## src/rtl/usb_input_unpacker_pkg.sv

```systemverilog
`default_nettype none
// ----------------------------------------------------------------------------
// fft_io_pkg: sample format shared by the FFT input and output byte paths
// Rev 1.0
// ----------------------------------------------------------------------------
package fft_io_pkg;

    localparam int SAMPLE_W         = 16;
    localparam int BYTES_PER_SAMPLE = 4;
    localparam int CPLX_W           = 2 * SAMPLE_W;

    typedef struct packed {
        logic [SAMPLE_W-1:0] re;
        logic [SAMPLE_W-1:0] im;
    } cplx_t;

endpackage
`default_nettype wire

```

## src/rtl/usb_input_unpacker_if.sv

```systemverilog
`default_nettype none
// ----------------------------------------------------------------------------
// usb_input_unpacker_if: byte-in / sample-out handshake bundle
// Rev 1.0
// ----------------------------------------------------------------------------
interface usb_input_unpacker_if;
    import fft_io_pkg::*;

    logic [7:0]          byte_in;
    logic                byte_valid;
    logic                byte_rd;
    logic [SAMPLE_W-1:0] data_out_re;
    logic [SAMPLE_W-1:0] data_out_im;
    logic                data_valid;
    logic                data_rd;
    logic                frame_last;
    logic                buff_full;
    logic                buff_empty;

    modport slave (
        input  byte_in, byte_valid, data_rd,
        output byte_rd, data_out_re, data_out_im, data_valid,
               frame_last, buff_full, buff_empty
    );

    modport master (
        output byte_in, byte_valid, data_rd,
        input  byte_rd, data_out_re, data_out_im, data_valid,
               frame_last, buff_full, buff_empty
    );
endinterface
`default_nettype wire

```

## src/rtl/usb_input_unpacker_sync_fifo.sv

```systemverilog
`default_nettype none
// ----------------------------------------------------------------------------
// sync_fifo: single-clock FIFO with fall-through read data and registered count
// Rev 1.0
// ----------------------------------------------------------------------------
module sync_fifo #(
    parameter int WIDTH = 32,
    parameter int DEPTH = 16
) (
    input  wire logic                     CLK,
    input  wire logic                     reset,
    input  wire logic                     wr_en,
    input  wire logic [WIDTH-1:0]         din,
    input  wire logic                     rd_en,
    output logic      [WIDTH-1:0]         dout,
    output logic      [$clog2(DEPTH):0]   count,
    output logic                          full,
    output logic                          empty
);
    localparam int AW = $clog2(DEPTH);
    localparam logic [AW:0] C_DEPTH = (AW+1)'(DEPTH);

    logic [WIDTH-1:0] mem_q [DEPTH];
    logic [AW-1:0]    wr_ptr_q;
    logic [AW-1:0]    rd_ptr_q;
    logic [AW:0]      count_q;
    logic             w_wr;
    logic             w_rd;

    assign w_wr = wr_en && !full;
    assign w_rd = rd_en && !empty;

    // Power-of-two depth lets the pointers wrap by plain overflow.
    always_ff @(posedge CLK) begin
        if (reset) begin
            wr_ptr_q <= '0;
            rd_ptr_q <= '0;
            count_q  <= '0;
        end else begin
            if (w_wr) wr_ptr_q <= wr_ptr_q + 1'b1;
            if (w_rd) rd_ptr_q <= rd_ptr_q + 1'b1;
            case ({w_wr, w_rd})
                2'b10:   count_q <= count_q + 1'b1;
                2'b01:   count_q <= count_q - 1'b1;
                default: count_q <= count_q;
            endcase
        end
    end

    always_ff @(posedge CLK) begin
        if (w_wr) mem_q[wr_ptr_q] <= din;
    end

    assign dout  = mem_q[rd_ptr_q];
    assign count = count_q;
    assign full  = (count_q == C_DEPTH);
    assign empty = (count_q == '0);

endmodule
`default_nettype wire

```

## src/rtl/usb_input_unpacker.sv

```systemverilog
`default_nettype none
// ----------------------------------------------------------------------------
// usb_input_unpacker: LSB-first byte stream -> buffered {re,im} samples + frame marker
// Rev 1.0
// ----------------------------------------------------------------------------
module usb_input_unpacker
    import fft_io_pkg::*;
#(
    parameter int FIFO_DEPTH = 16,
    parameter int FRAME_LEN  = 1024
) (
    input  wire logic            CLK,
    input  wire logic            reset,
    usb_input_unpacker_if.slave  bus
);
    localparam int CNT_W  = $clog2(FIFO_DEPTH) + 1;
    localparam int FCW    = (FRAME_LEN > 1) ? $clog2(FRAME_LEN) : 1;
    localparam int HOLD_W = 8 * (BYTES_PER_SAMPLE - 1);
    localparam logic [1:0]     C_IDX_LAST   = 2'(BYTES_PER_SAMPLE - 1);
    localparam logic [FCW-1:0] C_FRAME_LAST = FCW'(FRAME_LEN - 1);

    logic [1:0]        byte_idx_q, byte_idx_d;
    logic [HOLD_W-1:0] hold_q, hold_d;
    cplx_t             out_q, out_d;
    logic              valid_q, valid_d;
    logic [FCW-1:0]    frame_q, frame_d;

    logic              w_full;
    logic              w_empty;
    logic [CNT_W-1:0]  w_count;
    logic [CPLX_W-1:0] w_fifo_dout;
    logic              w_accept;
    logic              w_wr;
    logic              w_xfer;
    logic              w_load;

    // Any byte is refused while full, so a sample never sits half-assembled
    // waiting on a slot.
    assign w_accept = bus.byte_valid && !w_full;
    assign w_wr     = w_accept && (byte_idx_q == C_IDX_LAST);
    assign w_xfer   = valid_q && bus.data_rd;
    assign w_load   = (!valid_q || bus.data_rd) && (w_count != '0);

    sync_fifo #(
        .WIDTH (CPLX_W),
        .DEPTH (FIFO_DEPTH)
    ) u_fifo (
        .CLK   (CLK),
        .reset (reset),
        .wr_en (w_wr),
        .din   ({bus.byte_in, hold_q}),
        .rd_en (w_load),
        .dout  (w_fifo_dout),
        .count (w_count),
        .full  (w_full),
        .empty (w_empty)
    );

    always_comb begin
        byte_idx_d = byte_idx_q;
        hold_d     = hold_q;
        out_d      = out_q;
        valid_d    = valid_q;
        frame_d    = frame_q;

        if (w_accept) begin
            byte_idx_d = byte_idx_q + 1'b1;
            case (byte_idx_q)
                2'd0:    hold_d[7:0]   = bus.byte_in;
                2'd1:    hold_d[15:8]  = bus.byte_in;
                2'd2:    hold_d[23:16] = bus.byte_in;
                default: ;
            endcase
        end

        if (w_load) begin
            out_d   = cplx_t'(w_fifo_dout);
            valid_d = 1'b1;
        end else if (w_xfer) begin
            valid_d = 1'b0;
        end

        if (w_xfer) begin
            frame_d = (frame_q == C_FRAME_LAST) ? '0 : frame_q + 1'b1;
        end
    end

    always_ff @(posedge CLK) begin
        if (reset) begin
            byte_idx_q <= '0;
            hold_q     <= '0;
            out_q      <= '0;
            valid_q    <= 1'b0;
            frame_q    <= '0;
        end else begin
            byte_idx_q <= byte_idx_d;
            hold_q     <= hold_d;
            out_q      <= out_d;
            valid_q    <= valid_d;
            frame_q    <= frame_d;
        end
    end

    assign bus.byte_rd     = !w_full;
    assign bus.data_out_re = out_q.re;
    assign bus.data_out_im = out_q.im;
    assign bus.data_valid  = valid_q;
    assign bus.frame_last  = valid_q && (frame_q == C_FRAME_LAST);
    assign bus.buff_full   = w_full;
    assign bus.buff_empty  = w_empty;

endmodule
`default_nettype wire
```

## src/flat_wrapper.sv

```systemverilog
// flat-port wrapper written by rule: the top's interface ports become plain ports
module usb_input_unpacker_flat import fft_io_pkg::*;
#(
    parameter int FIFO_DEPTH = 16,
    parameter int FRAME_LEN  = 1024
)
  (CLK, reset, bus_byte_in, bus_byte_valid, bus_data_rd, bus_byte_rd, bus_data_out_re, bus_data_out_im, bus_data_valid, bus_frame_last, bus_buff_full, bus_buff_empty);
  usb_input_unpacker_if bus_i ();
  input  wire logic CLK;
  input  wire logic reset;
  input wire logic [$bits(bus_i.byte_in)-1:0] bus_byte_in;
  input wire logic [$bits(bus_i.byte_valid)-1:0] bus_byte_valid;
  input wire logic [$bits(bus_i.data_rd)-1:0] bus_data_rd;
  output wire logic [$bits(bus_i.byte_rd)-1:0] bus_byte_rd;
  output wire logic [$bits(bus_i.data_out_re)-1:0] bus_data_out_re;
  output wire logic [$bits(bus_i.data_out_im)-1:0] bus_data_out_im;
  output wire logic [$bits(bus_i.data_valid)-1:0] bus_data_valid;
  output wire logic [$bits(bus_i.frame_last)-1:0] bus_frame_last;
  output wire logic [$bits(bus_i.buff_full)-1:0] bus_buff_full;
  output wire logic [$bits(bus_i.buff_empty)-1:0] bus_buff_empty;
  assign bus_i.byte_in = bus_byte_in;
  assign bus_i.byte_valid = bus_byte_valid;
  assign bus_i.data_rd = bus_data_rd;
  assign bus_byte_rd = bus_i.byte_rd;
  assign bus_data_out_re = bus_i.data_out_re;
  assign bus_data_out_im = bus_i.data_out_im;
  assign bus_data_valid = bus_i.data_valid;
  assign bus_frame_last = bus_i.frame_last;
  assign bus_buff_full = bus_i.buff_full;
  assign bus_buff_empty = bus_i.buff_empty;
  usb_input_unpacker #(.FIFO_DEPTH(FIFO_DEPTH), .FRAME_LEN(FRAME_LEN)) u_core (.CLK(CLK), .reset(reset), .bus(bus_i));
endmodule
```

## config.mk

```make
export PLATFORM = sky130hd
export DESIGN_NAME = usb_input_unpacker_flat
export DESIGN_NICKNAME = d
export VERILOG_FILES = /design/src/rtl/usb_input_unpacker_pkg.sv /design/src/rtl/usb_input_unpacker_if.sv /design/src/rtl/usb_input_unpacker_sync_fifo.sv /design/src/rtl/usb_input_unpacker.sv /design/src/flat_wrapper.sv
export SDC_FILE = /design/constraint.sdc
export NUM_CORES = 1
export LEC_CHECK = 0
export CELL_PAD_IN_SITES_DETAIL_PLACEMENT = 0
export CELL_PAD_IN_SITES_GLOBAL_PLACEMENT = 1
export CORE_MARGIN = 2
export CORE_UTILIZATION = 40
export DETAILED_ROUTE_END_ITERATION = 10
export PLACE_DENSITY_LB_ADDON = 0.2
export SYNTH_ARGS = -nofsm -noshare
export SYNTH_HDL_FRONTEND = slang
export SYNTH_SLANG_ARGS = --single-unit
export TNS_END_PERCENT = 20
```

## constraint.sdc

```tcl
create_clock -name CLK -period 5.5 [get_ports CLK]
set_input_delay 1.1 -clock CLK [delete_from_list [all_inputs] [get_ports CLK]]
set_output_delay 1.1 -clock CLK [all_outputs]
set_load 0.01 [all_outputs]
```

Yosys cells after proc, flatten, opt, wreduce, memory -nomap -nowiden
Memories as Yosys holds them, arrays and structs flattened. A register that Yosys moved wholly into a read port is not among the register bits.
Cells that the tools add are included.
{ "totals": {"n_memories": 1, "ramBits": 512, "elab_cells": 48, "input_bits": 12, "ff_bits": 50} }
{ "classes": {"n_addsub": 6, "n_eq_ne": 7, "reduce_logical": 19, "mux": 6} }
{ "mem_list": {"columns": ["name", "words", "width", "rd", "rd_clocked_by_memory_dff", "write_ports", "line", "rtl"], "rows": [
  ["u_core.u_fifo.mem_q", 16, 32, 1, 1, 1, "usb_input_unpacker_sync_fifo.sv:23", "logic [WIDTH-1:0] mem_q [DEPTH];"]
]} }
{ "ops": {"columns": ["cell", "n"], "rows": [
  ["adder 10 x 1 -> 10 bit, second input constant", 1],
  ["== test 10 bit, second input constant", 1],
  ["two-way mux 10 bit", 1],
  ["case mux 5 bit (2 select lines)", 1],
  ["adder 4 x 1 -> 4 bit, second input constant", 2],
  ["logical AND 1 bit", 7],
  ["== test 2 bit, second input constant", 3],
  ["AND reduction 2 bit", 3],
  ["adder 5 x 1 -> 5 bit, second input constant", 1],
  ["== test 5 bit, second input constant", 1],
  ["logical NOT 5 bit", 1],
  ["nonzero test 5 bit", 1],
  ["subtractor 5 x 1 -> 5 bit, second input constant", 1],
  ["== test 2 x 1 -> 1 bit, second input constant", 2],
  ["two-way mux 1 bit", 4],
  ["nonzero test 2 bit", 2],
  ["logical NOT 1 bit", 3],
  ["adder 2 x 1 -> 2 bit, second input constant", 1],
  ["logical NOT 2 bit", 1],
  ["logical OR 1 bit", 1]
]} }

Longest topological paths before layout
Gate-level depths: netlist of run 1.
{ "logic_depth": {"ltp_word": 7, "ltp_mapped": 11, "depth_no_buf": 11} }

By module
A second synthesis of run 1 with hierarchy kept.
{ "hier_totals": {"cells_unflattened": 1233, "area_unflattened_um2": 22788.1} }
{ "modules_own_cells": {"columns": ["mod", "instances", "seq_area_each_um2", "area_each_um2", "cells_per_inst"], "rows": [
  ["sync_fifo", 1, 15715.1, 20120.5, 909],
  ["usb_input_unpacker", 1, 1381.3, 2667.6, 324]
]} }

Worst setup path before layout of run 1
OpenSTA, ideal clock, no wires.
{ "synth_timing": {"path_type": "input to register", "from": "input bus_byte_valid", "to": "memory u_core.u_fifo.mem_q[1][0], enable pin", "slack_ns": 0.942, "required_ns": 5.039, "path_stages": 4, "path_buffers": 1, "t_arrival_ns": 4.097, "setup_time_ns": 0.461, "cell_sequence": "a21boi_2 > clkbuf_1 > nand3_1 > nor3_1"} }
{ "synth_via": {"elab_chain_len": 5} }
{ "synth_lines": {"columns": ["item", "line", "rtl"], "rows": [
  ["start: declaration", "flat_wrapper.sv:12", "input wire logic [$bits(bus_i.byte_valid)-1:0] bus_byte_valid;"],
  ["logical AND 1 bit", "usb_input_unpacker.sv:39", "assign w_accept = bus.byte_valid && !w_full;"],
  ["logical AND 1 bit", "usb_input_unpacker.sv:40", "assign w_wr = w_accept && (byte_idx_q == C_IDX_LAST);"],
  ["logical AND 1 bit", "usb_input_unpacker_sync_fifo.sv:30", "assign w_wr = wr_en && !full;"],
  ["two-way mux 1 bit", "usb_input_unpacker_sync_fifo.sv:51", "if (w_wr) mem_q[wr_ptr_q] <= din;"],
  ["two-way mux 1 bit (implied by the code)", "usb_input_unpacker_sync_fifo.sv:51", null],
  ["end: declaration", "usb_input_unpacker_sync_fifo.sv:23", null]
]} }
Every way passes these cells.

Final worst setup path of run 1
{ "layout_timing": {"from": "input bus_data_rd", "to": "register u_core.u_fifo.count_q[4] (netlist: u_core.u_fifo.count[4])"} }
{ "layout_via": {"elab_chain_len": 5, "word_cells_on_any_way": 7, "cone_classes": "2 x eq/ne; 1 x mux; 4 x reduce/logical"} }
{ "layout_lines": {"columns": ["item", "line", "rtl"], "rows": [
  ["start: declaration", "flat_wrapper.sv:13", "input wire logic [$bits(bus_i.data_rd)-1:0] bus_data_rd;"],
  ["logical OR 1 bit *", "usb_input_unpacker.sv:42", "assign w_load = (!valid_q || bus.data_rd) && (w_count != '0);"],
  ["logical AND 1 bit *", "usb_input_unpacker.sv:42", null],
  ["net u_core.u_fifo.rd_en", "usb_input_unpacker_sync_fifo.sv:14", "input wire logic rd_en,"],
  ["logical AND 1 bit *", "usb_input_unpacker_sync_fifo.sv:31", "assign w_rd = rd_en && !empty;"],
  ["== test 2 x 1 -> 1 bit / == test 2 bit (equally long branches)", "usb_input_unpacker_sync_fifo.sv:42", "case ({w_wr, w_rd})"],
  ["case mux 5 bit (2 select lines) / nonzero test 2 bit (equally long branches)", null, null],
  ["end signal: assignment", "usb_input_unpacker_sync_fifo.sv:43", "2'b10: count_q <= count_q + 1'b1;"],
  ["end signal: assignment", "usb_input_unpacker_sync_fifo.sv:44", "2'b01: count_q <= count_q - 1'b1;"],
  ["end signal: assignment", "usb_input_unpacker_sync_fifo.sv:45", "default: count_q <= count_q;"],
  ["end: declaration", "usb_input_unpacker_sync_fifo.sv:26", "logic [AW:0] count_q;"]
]} }
The timed path passes the listed nets; every way through them passes the cells marked *.
A chain may end at the register's enable or synchronous reset.

==> run_results.csv, run 1 <==
group,metric,value,unit
cts,clockRootBuffer,"clkbuf_16",
synthesis,synth_top_cell_by_area,"edfxtp_1",
synthesis,async_flop_share,0,%
synthesis,synth_top_area_share,68.2,%
grt,grt_max_degree,52,
floorplan,placementRows,87,
cts,hold_buffers,0,
floorplan,die_y,241,um
detailed_routing,dr.first_iter.drc_count,811,
place,dp.cells,1909,
detailed_routing,vias,10800,
grt,track_usage,17.8,%
pwr,power.leakage,8.10,nW
outcome,outcome,"complete, no violations",
synthesis,synth_area_per_cell,19.9,um^2
grt,met1_usage,24.4,%
cts,cts_tree,"built",
grt,antenna_found_initial,1,
critical_path,crit_path_max_fanout,8,
synthesis,synth_edf_count,512,
synthesis,syn_inst,1135,
place,place.gp.congestion,0.698,
grt,grt_pass1_vias,11400,
layout,fill_cells,4696,
layout,num_antenna_cells,0,
cts,cts_resized,0,
timing,achievable-frequency,282,MHz
detailed_routing,viasPerCell,5.34,
critical_path,cp.arrival,4.04,ns
grt,overflow,0,
layout,layout-drive-gt1-share,24.7,%
timing,rsz0062_at_grt,"false",
layout,fin_cells,2023,
detailed_routing,ant_nets,0,
grt,use_met3,3.18,%
synthesis,synth_nets,1162,
floorplan,core-area,56100,um^2
critical_path,required,5.99,ns
synthesis,ys_warn_count,0,
floorplan,die_w,241,um
pwr,vdd_drop_max,0.265,mV
cts,worst_skew_pair.late_latency,0.61,ns
layout,nNetsFinal,1242,
layout,final_cell_mix,"512 x edfxtp_1, 128 x mux4_2, 79 x dfxtp_1",
timing,setup_viol,0,
detailed_routing,drc_errors,0,
timing,final.setup.tns,0,ns
timing,fin_ws,1.95,ns
timing,fin_worst_skew,0.0151,ns
layout,final_common_cell,"edfxtp_1",
floorplan,io_pins,49,
pwr,p_per_area,443,nW/um^2
synthesis,yosysSeqAreaShare,75.4,%
detailed_routing,wl_per_cell,25.0,um
synthesis,netlist_area,22600,um^2
grt,grt_pass1_wl,74.7,mm
synthesis,synth_area_leaders,"edfxtp_1 68%, mux4_2 13%, dfxtp_1 7.3%, mux2_2 1.6%, mux2i_1 1.5%",
pwr,total_power,11.5,mW
timing,slew_headroom,18.3,%
layout,syn2layout_area_growth,15.6,%
critical_path,path_class,"input pin to flop",
synthesis,synth-seq-cells,594,
cts,cts.path.max_buffers,3,
min_path,holdCritPathClass,"flop to flop",
critical_path,end_kind,"flop",
timing,min_period_over_period,64.5,%
timing,final_hold_viol_count,0,
detailed_routing,finalWirelength,50.5,mm
job,drv_cap,0,
place,dp_slack,1.33,ns
floorplan,die-area,58300,um^2
cts,cts_buffers,60,
cts,clkSinkCount,594,
synthesis,synthFlopType,"edfxtp_1",
grt,globalRouteMet2Util,29.4,%
detailed_routing,dr.pass1.iters,7,
cts,h-tree-depth,2,
floorplan,initial_utilization,40.2,%
place,dp_hpwl,27.8,mm
place,io_buffers,48,
critical_path,critPathLaunchType,"input pin",
timing,drv_slew,0,
timing,min_period,3.55,ns
cts,clk_pin_slew_worst_paths,0.06,ns
synthesis,synth_cell_types,36,
timing,worstMarginPinSlew,1.22,ns
grt,grt_busiest_layer,"met2",
cts,postCtsSetupRepairBufs,0,
-- routing by layer --
layer  wire length (um)  vias to the layer above  share of wire (%)
met3               2320                       65                4.6
met1              22300                     5727                 44
met4               1140                        0                2.3
met5                  0                        -                  0
li1                   -                     4763                  -
met2              24700                      239                 49
-- where the power goes --
| group | switching, mW | internal, mW | total [mW] |
|---|---|---|---|
| clock | 1.68 | 2.39 | 4.07 |
| combinational | 0.976 | 1.12 | 2.09 |
| sequential | 0.316 | 5.07 | 5.38 |
-- path summary, 6_finish.rpt --
kind                                                        startpoint                                endpoint  slack (ns)  depth (start not counted)
worst max register to register     u_core.u_fifo.count[0]$_SDFFE_PP0P_     u_core.u_fifo.count[4]$_SDFFE_PP0P_        2.39                         11
worst max-delay path                                       bus_data_rd     u_core.u_fifo.count[4]$_SDFFE_PP0P_        1.95                         11
worst min-delay path            u_core.bus.data_out_im[3]$_SDFFE_PP0P_  u_core.bus.data_out_im[3]$_SDFFE_PP0P_        0.50                          2
worst min register to register  u_core.bus.data_out_im[3]$_SDFFE_PP0P_  u_core.bus.data_out_im[3]$_SDFFE_PP0P_        0.50                          2
-- synth_stat cells, types with 3 or more instances --
library cell	n
xnor2_1	5
nor2_1	39
nand2b_1	3
edfxtp_1	512
nor3_1	6
buf_6	4
mux2i_1	34
ha_1	14
and2_1	3
buf_4	7
inv_1	10
mux4_2	128
xor2_1	10
nand2_1	41
mux2_2	33
buf_1	9
or3_1	3
a21oi_1	35
o21ai_0	5
o21ai_1	30
nand3_1	32
nand4_1	5
clkbuf_1	22
dfxtp_1	82
a22oi_1	32
buf_2	18
-- worst max-delay path: stages --
cell	delay (ns)
clkdlybuf4s50_1	0.48
nand2b_1	0.13
a21boi_2	0.42
ha_1	0.32
inv_1	0.11
fa_1	0.38
nor2b_1	0.15
o21ai_0	0.12
nand3_1	0.10
or3b_2	0.44
mux2_2	0.27
-- area by class of cell --
class,instances,area [um^2],share of cell area (%)
Clock buffer,87,1750,6.69
Clock inverter,27,254,0.974
Inverter,10,37.5,0.144
Multi-Input combinational cell,471,5330,20.4
Sequential cell,594,17000,65.3
Tap cell,756,946,3.63
Timing Repair Buffer,78,738,2.83
-- sequential cells by signal, indices dropped and copies added, names as in the netlist, 4 cells and up --
| name | flops |
|---|---|
| u_core.u_fifo.count | 5 |
| u_core.bus.data_out_re | 16 |
| u_core.hold_q | 24 |
| u_core.u_fifo.wr_ptr_q | 4 |
| u_core.bus.data_out_im | 16 |
| u_core.u_fifo.mem_q | 512 |
| u_core.u_fifo.rd_ptr_q | 4 |
| u_core.frame_q | 10 |
-- per-stage QoR --
step / hold slack [ns] / instance area [um^2] / utilization [%]
floorplan: 0.463 / 22600 / -
global placement: 0.481 / 24100 / 43.0
detailed placement: 0.493 / 24100 / 43.0
CTS: 0.503 / 26100 / 46.5
global route: 0.520 / 26100 / 46.5
finish: 0.500 / 26100 / 46.5
-- logic make-up after synthesis --
group	share of synthesized area, %
AO/OA/AOI/OAI	2.83
XOR/XNOR	0.582
adder cells (fa/ha/maj)	0.865
buffers and inverters	1.51
flip-flops	75.4
multiplexers	15.9
AND/OR/NAND/NOR	2.85
Note: power is estimated with default switching activity, not from simulation.
==> inputs of run 2 (changes only) <==
- clock period: 5.5 -> 2.85 ns (I/O delays scaled with it)
==> run 2 against run 1 <==
  * Die area stayed put
  * Via count increased by 0.66%
  * Non-clock buffer count increased by 53
  * Sequential share of layout area decreased by 2.3 points
  * Cell area up 3.7%
  * First-iteration DRC count fell by 2.7%
  * Critical path depth is 6 lower
  * Utilization grew 1.7 points
  * Routed wire length fell by 0.50%
  * Final cell count grew 2.5%
  * Setup slack lost 1.8 ns
==> run_results.csv, run 2 (synthesis results as in run 1) <==
group,metric,value,unit
outcome,outcome,"complete, no violations",
critical_path,timing.rr.end,"u_core.u_fifo.count[4]$_SDFFE_PP0P_",
floorplan,initial_utilization,40.2,%
layout,syn2layout_area_growth,19.9,%
timing,setup_viol,0,
timing,holdWs,0.353,ns
cts,cts_tree,"built",
timing,worstMarginPinSlew,0.775,ns
critical_path,required,2.28,ns
pwr,p_per_area,846,nW/um^2
pwr,total_power,22.9,mW
critical_path,cp.arrival,2.14,ns
cts,cts_buffers,60,
grt,grt_max_degree,43,
layout,fin_cells,2073,
critical_path,path_class,"flop to output port",
critical_path,cp-endpoint,"bus_frame_last",
detailed_routing,vias,10900,
critical_path,regToRegSetupSlack,0.16,ns
timing,min_period,2.71,ns
detailed_routing,dr.first_iter.drc_count,789,
timing,fin_worst_skew,0.0225,ns
pwr,power.leakage,8.44,nW
place,dpl_cell_area,25000,um^2
layout,post-route-cell-area,27000,um^2
critical_path,path_cells,"ha_2 > nand4_1 > nor2_1 > and2_1 > clkdlybuf4s50_1",
cts,cts_resized,0,
critical_path,end_kind,"output port",
timing,final.setup.tns,0,ns
critical_path,crit_buf_inv,1,
timing,final_hold_viol_count,0,
timing,slew_headroom,48.2,%
cts,cts.path.max_buffers,3,
timing,achievable-frequency,370,MHz
min_path,holdCritPathClass,"input pin to flop",
timing,drv_slew,0,
layout,final_cell_mix,"512 x edfxtp_1, 128 x mux4_2, 76 x dfxtp_1",
layout,layout-drive-gt1-share,27.5,%
cts,clk_pin_slew_worst_paths,0.06,ns
grt,antenna_found_initial,1,
pwr,vdd_drop_max,0.572,mV
detailed_routing,wl_per_cell,24.2,um
layout,largest_register,"u_core.u_fifo.mem_q",
critical_path,critPathMaxStageDelay,0.53,ns
critical_path,cp_top_family,"buffers and inverters",
layout,final_common_cell,"edfxtp_1",
cts,postCtsSetupRepairBufs,0,
cts,hold_buffers,0,
floorplan,placementRows,87,
place,dp_slack,-0.418,ns
timing,fin_ws,0.144,ns
critical_path,crit_path_max_fanout,5,
cts,clockRootBuffer,"clkbuf_16",
floorplan,io_pins,49,
place,dp.cells,1962,
critical_path,reg2reg_depth,11,
critical_path,cpMaxStageDelayCell,"clkdlybuf4s50_1",
layout,num_antenna_cells,0,
layout,largest_reg_flops,512,
detailed_routing,drc_errors,0,
critical_path,r2r_start,"u_core.u_fifo.count[3]$_SDFFE_PP0P_",
cts,worst_skew_pair.late_latency,0.62,ns
critical_path,worstSetupPathDepth,5,
critical_path,setup.worst_path.start,"u_core.frame_q[0]$_SDFFE_PP0P_",
cts,clkSinkCount,594,
detailed_routing,viasPerCell,5.24,
layout,final_util,48.2,%
timing,min_period_over_period,94.9,%
grt,track_usage,17.9,%
place,place.gp.congestion,0.695,
detailed_routing,ant_nets,0,
job,drv_cap,0,
place,io_buffers,48,
grt,grt_pass1_wl,74.6,mm
grt,grt_pass1_vias,11200,
layout,reg_top3,"u_core.u_fifo.mem_q (512), u_core.hold_q (24)",
floorplan,die-area,58300,um^2
grt,overflow,0,
critical_path,critPathLaunchType,"flop",
floorplan,die_y,241,um
floorplan,core-area,56100,um^2
detailed_routing,finalWirelength,50.2,mm
place,dp_hpwl,28.4,mm
cts,h-tree-depth,2,
floorplan,die_w,241,um
detailed_routing,dr.pass1.iters,4,
layout,nNetsFinal,1295,
run 2: changes by cell type in the layout (fill, tap and decap cells not counted), sizes merged:
cell      change
clkinv        -4
clkinvlp      -2
buf          +53
bufinv        +6
clkbuf        -3
run 2: layout make-up:
type,instances,area (um^2)
Timing Repair Buffer,131,1610
Clock buffer,84,1670
Multi-Input combinational cell,471,5350
Inverter,10,37.5
Sequential cell,594,17000
Tap cell,756,946
Fill cell,4649,29000
Clock inverter,27,390
run 2: power breakdown:
part	switching, mW	internal [mW]
Clock	3.17	4.98
Combinational	2.03	2.46
Sequential	0.455	9.78
Total	5.66	17.2
run 2: per-layer routing:
| metal | vias up | share of wire, % | GRT usage, % | routed length, um |
|---|---|---|---|---|
| met5 | - | 0.028 | 0 | 14 |
| met4 | 2 | 2.0 | 4.23 | 1010 |
| met3 | 72 | 3.8 | 2.86 | 1930 |
| met2 | 194 | 50 | 29.3 | 24900 |
| met1 | 5727 | 45 | 25.1 | 22400 |
| li1 | 4870 | - | - | - |
run 2: how the worst min path moves through the flow:
stage	from	cells past startpoint	end	slack, ns
2_1_floorplan	u_core.frame_q[1]$_SDFFE_PP0P_	2	u_core.frame_q[1]$_SDFFE_PP0P_	0.46
3_5_place_dp	u_core.bus.data_out_im[0]$_SDFFE_PP0P_	2	u_core.bus.data_out_im[0]$_SDFFE_PP0P_	0.48
5_1_grt	reset	2	u_core.hold_q[7]$_SDFFE_PP0P_	0.36
4_1_cts	reset	2	u_core.u_fifo.rd_ptr_q[3]$_SDFFE_PP0P_	0.31
3_3_place_gp	u_core.bus.data_out_im[0]$_SDFFE_PP0P_	2	u_core.bus.data_out_im[0]$_SDFFE_PP0P_	0.48
6_report	reset	2	u_core.u_fifo.rd_ptr_q[3]$_SDFFE_PP0P_	0.35
==> inputs of run 3 (changes only) <==
--- a/config.mk
+++ b/config.mk
@@ -6,4 +6,5 @@
 export NUM_CORES = 1
 export LEC_CHECK = 0
+export CAP_MARGIN = 40
 export CELL_PAD_IN_SITES_DETAIL_PLACEMENT = 0
 export CELL_PAD_IN_SITES_GLOBAL_PLACEMENT = 1
@@ -12,4 +13,5 @@
 export DETAILED_ROUTE_END_ITERATION = 10
 export PLACE_DENSITY_LB_ADDON = 0.2
+export SKIP_LAST_GASP = 1
 export SYNTH_ARGS = -nofsm -noshare
 export SYNTH_HDL_FRONTEND = slang
==> constraint.sdc (replaced) <==
create_clock -name CLK -period 2.85 [get_ports CLK]
set_input_delay 0.285 -clock CLK [delete_from_list [all_inputs] [get_ports CLK]]
set_output_delay 0.285 -clock CLK [all_outputs]
set_load 0.01 [all_outputs]
==> run 3 against run 2 <==
  * Sequential share of layout area increased by 1.1 points
  * Largest power group unchanged
  * Clock skew up 0.0049 ns
  * Register-to-register slack gained 0.02 ns
  * Routed wire length decreased by 0.57%
  * Total power fell by 3.0%
  * Die area did not move
  * Worst hold slack worse by 0.19 ns
  * Highest routed layer is now met4
  * Sequential power about the same
  * Setup slack gained 0.036 ns
  * First-iteration DRC count grew 15%
  * Clock power decreased by 7.1%
  * Via count increased by 1.1%
==> run_results.csv, run 3 (synthesis results as in run 1) <==
group,metric,value,unit
outcome,outcome,"complete, no violations",
detailed_routing,vias,11000,
pwr,power_frac_seq,45.8,%
floorplan,die-area,58300,um^2
layout,nNetsFinal,1276,
place,dp_hpwl,26.6,mm
pwr,p_sw,5.77,mW
floorplan,initial_utilization,40.2,%
floorplan,die_w,241,um
timing,achievable-frequency,375,MHz
timing,holdWs,0.159,ns
detailed_routing,ant_nets,0,
grt,grt_max_degree,43,
floorplan,core-area,56100,um^2
detailed_routing,dr.pass1.iters,6,
timing,setup_viol,0,
timing,fin_worst_skew,0.0274,ns
floorplan,die_y,241,um
layout,final_cell_mix,"512 x edfxtp_1, 128 x mux4_2, 78 x dfxtp_1",
min_path,holdCritPathClass,"input pin to flop",
timing,worstMarginPinSlew,0.820,ns
grt,grt_pass1_vias,11400,
detailed_routing,wl_per_cell,24.3,um
floorplan,placementRows,87,
timing,final_hold_viol_count,0,
cts,clkSinkCount,594,
pwr,power_frac_clock,34.1,%
layout,reg_top3,"u_core.u_fifo.mem_q (512), u_core.hold_q (24)",
cts,clockRootBuffer,"clkbuf_16",
cts,cts.path.max_buffers,3,
job,drv_cap,0,
cts,cts_buffers,60,
place,io_buffers,48,
grt,overflow,0,
layout,fin_cells,2058,
layout,syn2layout_area_growth,17.8,%
timing,fin_ws,0.181,ns
pwr,p_per_area,835,nW/um^2
critical_path,crit_path_max_fanout,3,
grt,grt_pass1_wl,74.0,mm
floorplan,io_pins,49,
detailed_routing,drc_errors,0,
layout,layout-drive-gt1-share,27.0,%
critical_path,reg2reg_depth,11,
cts,h-tree-depth,2,
pwr,p_sw_share,26.0,%
cts,cts_tree,"built",
pwr,power.leakage,8.25,nW
critical_path,cp.arrival,3.17,ns
layout,final_common_cell,"edfxtp_1",
detailed_routing,viasPerCell,5.34,
critical_path,required,3.35,ns
layout,final_util,47.4,%
timing,min_period,2.67,ns
min_path,whs_path_depth,3,
place,dp.cells,1942,
grt,antenna_found_initial,1,
cts,hold_buffers,0,
cts,worst_skew_pair.late_latency,0.64,ns
pwr,combPwrFrac,20.0,%
cts,clk_pin_slew_worst_paths,0.06,ns
pwr,vdd_drop_max,0.622,mV
layout,largest_reg_flops,512,
timing,rsz0062_at_grt,"false",
timing,min_period_over_period,93.6,%
critical_path,critPathLaunchType,"flop",
timing,drv_slew,0,
layout,largest_register,"u_core.u_fifo.mem_q",
detailed_routing,finalWirelength,50.0,mm
pwr,p_int,16.4,mW
grt,track_usage,17.7,%
critical_path,end_kind,"flop",
critical_path,path_class,"flop to flop",
place,place.gp.congestion,0.698,
timing,slew_headroom,45.2,%
detailed_routing,dr.first_iter.drc_count,909,
place,dp_slack,-0.143,ns
## run 3: cell types whose count changed in the layout (fill, tap and decap cells not counted), moves of 2 or more
cell / before / now
buf_12: 41 / 27
dfxtp_2: 3 / 1
clkbuf_8: 4 / 8
clkinv_4: 0 / 2
clkbuf_1: 18 / 10
buf_4: 42 / 36
clkinv_2: 7 / 18
clkbuf_16: 62 / 60
dfxtp_1: 76 / 78
bufinv_16: 10 / 2
inv_6: 1 / 3
## run 3: worst paths after layout
check                                      start                                endpoint  slack, ns
min                                        reset  u_core.u_fifo.rd_ptr_q[2]$_SDFFE_PP0P_       0.16
max          u_core.u_fifo.count[3]$_SDFFE_PP0P_     u_core.u_fifo.count[4]$_SDFFE_PP0P_       0.18
max reg2reg  u_core.u_fifo.count[3]$_SDFFE_PP0P_     u_core.u_fifo.count[4]$_SDFFE_PP0P_       0.18
min reg2reg       u_core.frame_q[1]$_SDFFE_PP0P_          u_core.frame_q[1]$_SDFFE_PP0P_       0.50
## run 3: critical path, stage by stage, from the launching register on
cell and delay, ns:
dfxtp_2 0.34, nor4_4 0.33, a21boi_2 0.11, nand2_1 0.10, ha_2 0.20, inv_1 0.07, fa_2 0.33, nor2b_1 0.16
o21ai_1 0.10, nand3_1 0.09, or3b_2 0.45, mux2_2 0.27
## run 3: final cells by class
cell class | count | area [um^2]
repair buffers | 112 | 1300
diodes | 1 | 2.50
multi-input cells | 471 | 5350
inverters | 10 | 37.5
fillers | 4644 | 29500
clock buffers | 78 | 1650
clock inverters | 36 | 268
flip-flops and latches | 594 | 17000
well taps | 756 | 946
## run 3: stage by stage
| step | area (um^2) | setup TNS [ns] | power (mW) |
|---|---|---|---|
| 3_3_place_gp | 24600 | -0.110 | 14.8 |
| 3_5_place_dp | 24600 | -0.143 | 14.9 |
| 4_1_cts | 26600 | 0 | 22.5 |
| 2_1_floorplan | 22600 | -75.65 | 13.3 |
| 5_1_grt | 26600 | 0 | 23.2 |
| 6_report | 26600 | 0 | 22.2 |
## run 3: what timing repair did
item	in CTS	in global routing
buffers inserted	0	1
endpoints found under the setup margin	0	1
endpoints found under the hold margin	0	0
gates resized for setup	0	4
## run 3: power groups by stage
| stage | combinational, mW | sequential (mW) | clock [mW] |
|---|---|---|---|
| after floorplan | 3.02 | 10.2 | 0 |
| after global placement | 4.49 | 10.4 | 0 |
| after detailed placement | 4.49 | 10.4 | 0 |
| after CTS | 4.51 | 10.2 | 7.77 |
| after global routing | 4.84 | 10.2 | 8.10 |
| final | 4.44 | 10.2 | 7.57 |
## run 3: layer usage
| metal | up-vias | share of wire, % | track usage (%) | routed length, um |
|---|---|---|---|---|
| met2 | 256 | 49 | 29.4 | 24400 |
| met1 | 5822 | 44 | 24.5 | 22100 |
| li1 | 4839 | - | - | - |
| met5 | - | 0 | 0 | 0 |
| met4 | 0 | 1.8 | 4.19 | 878 |
| met3 | 63 | 5.2 | 3.03 | 2590 |
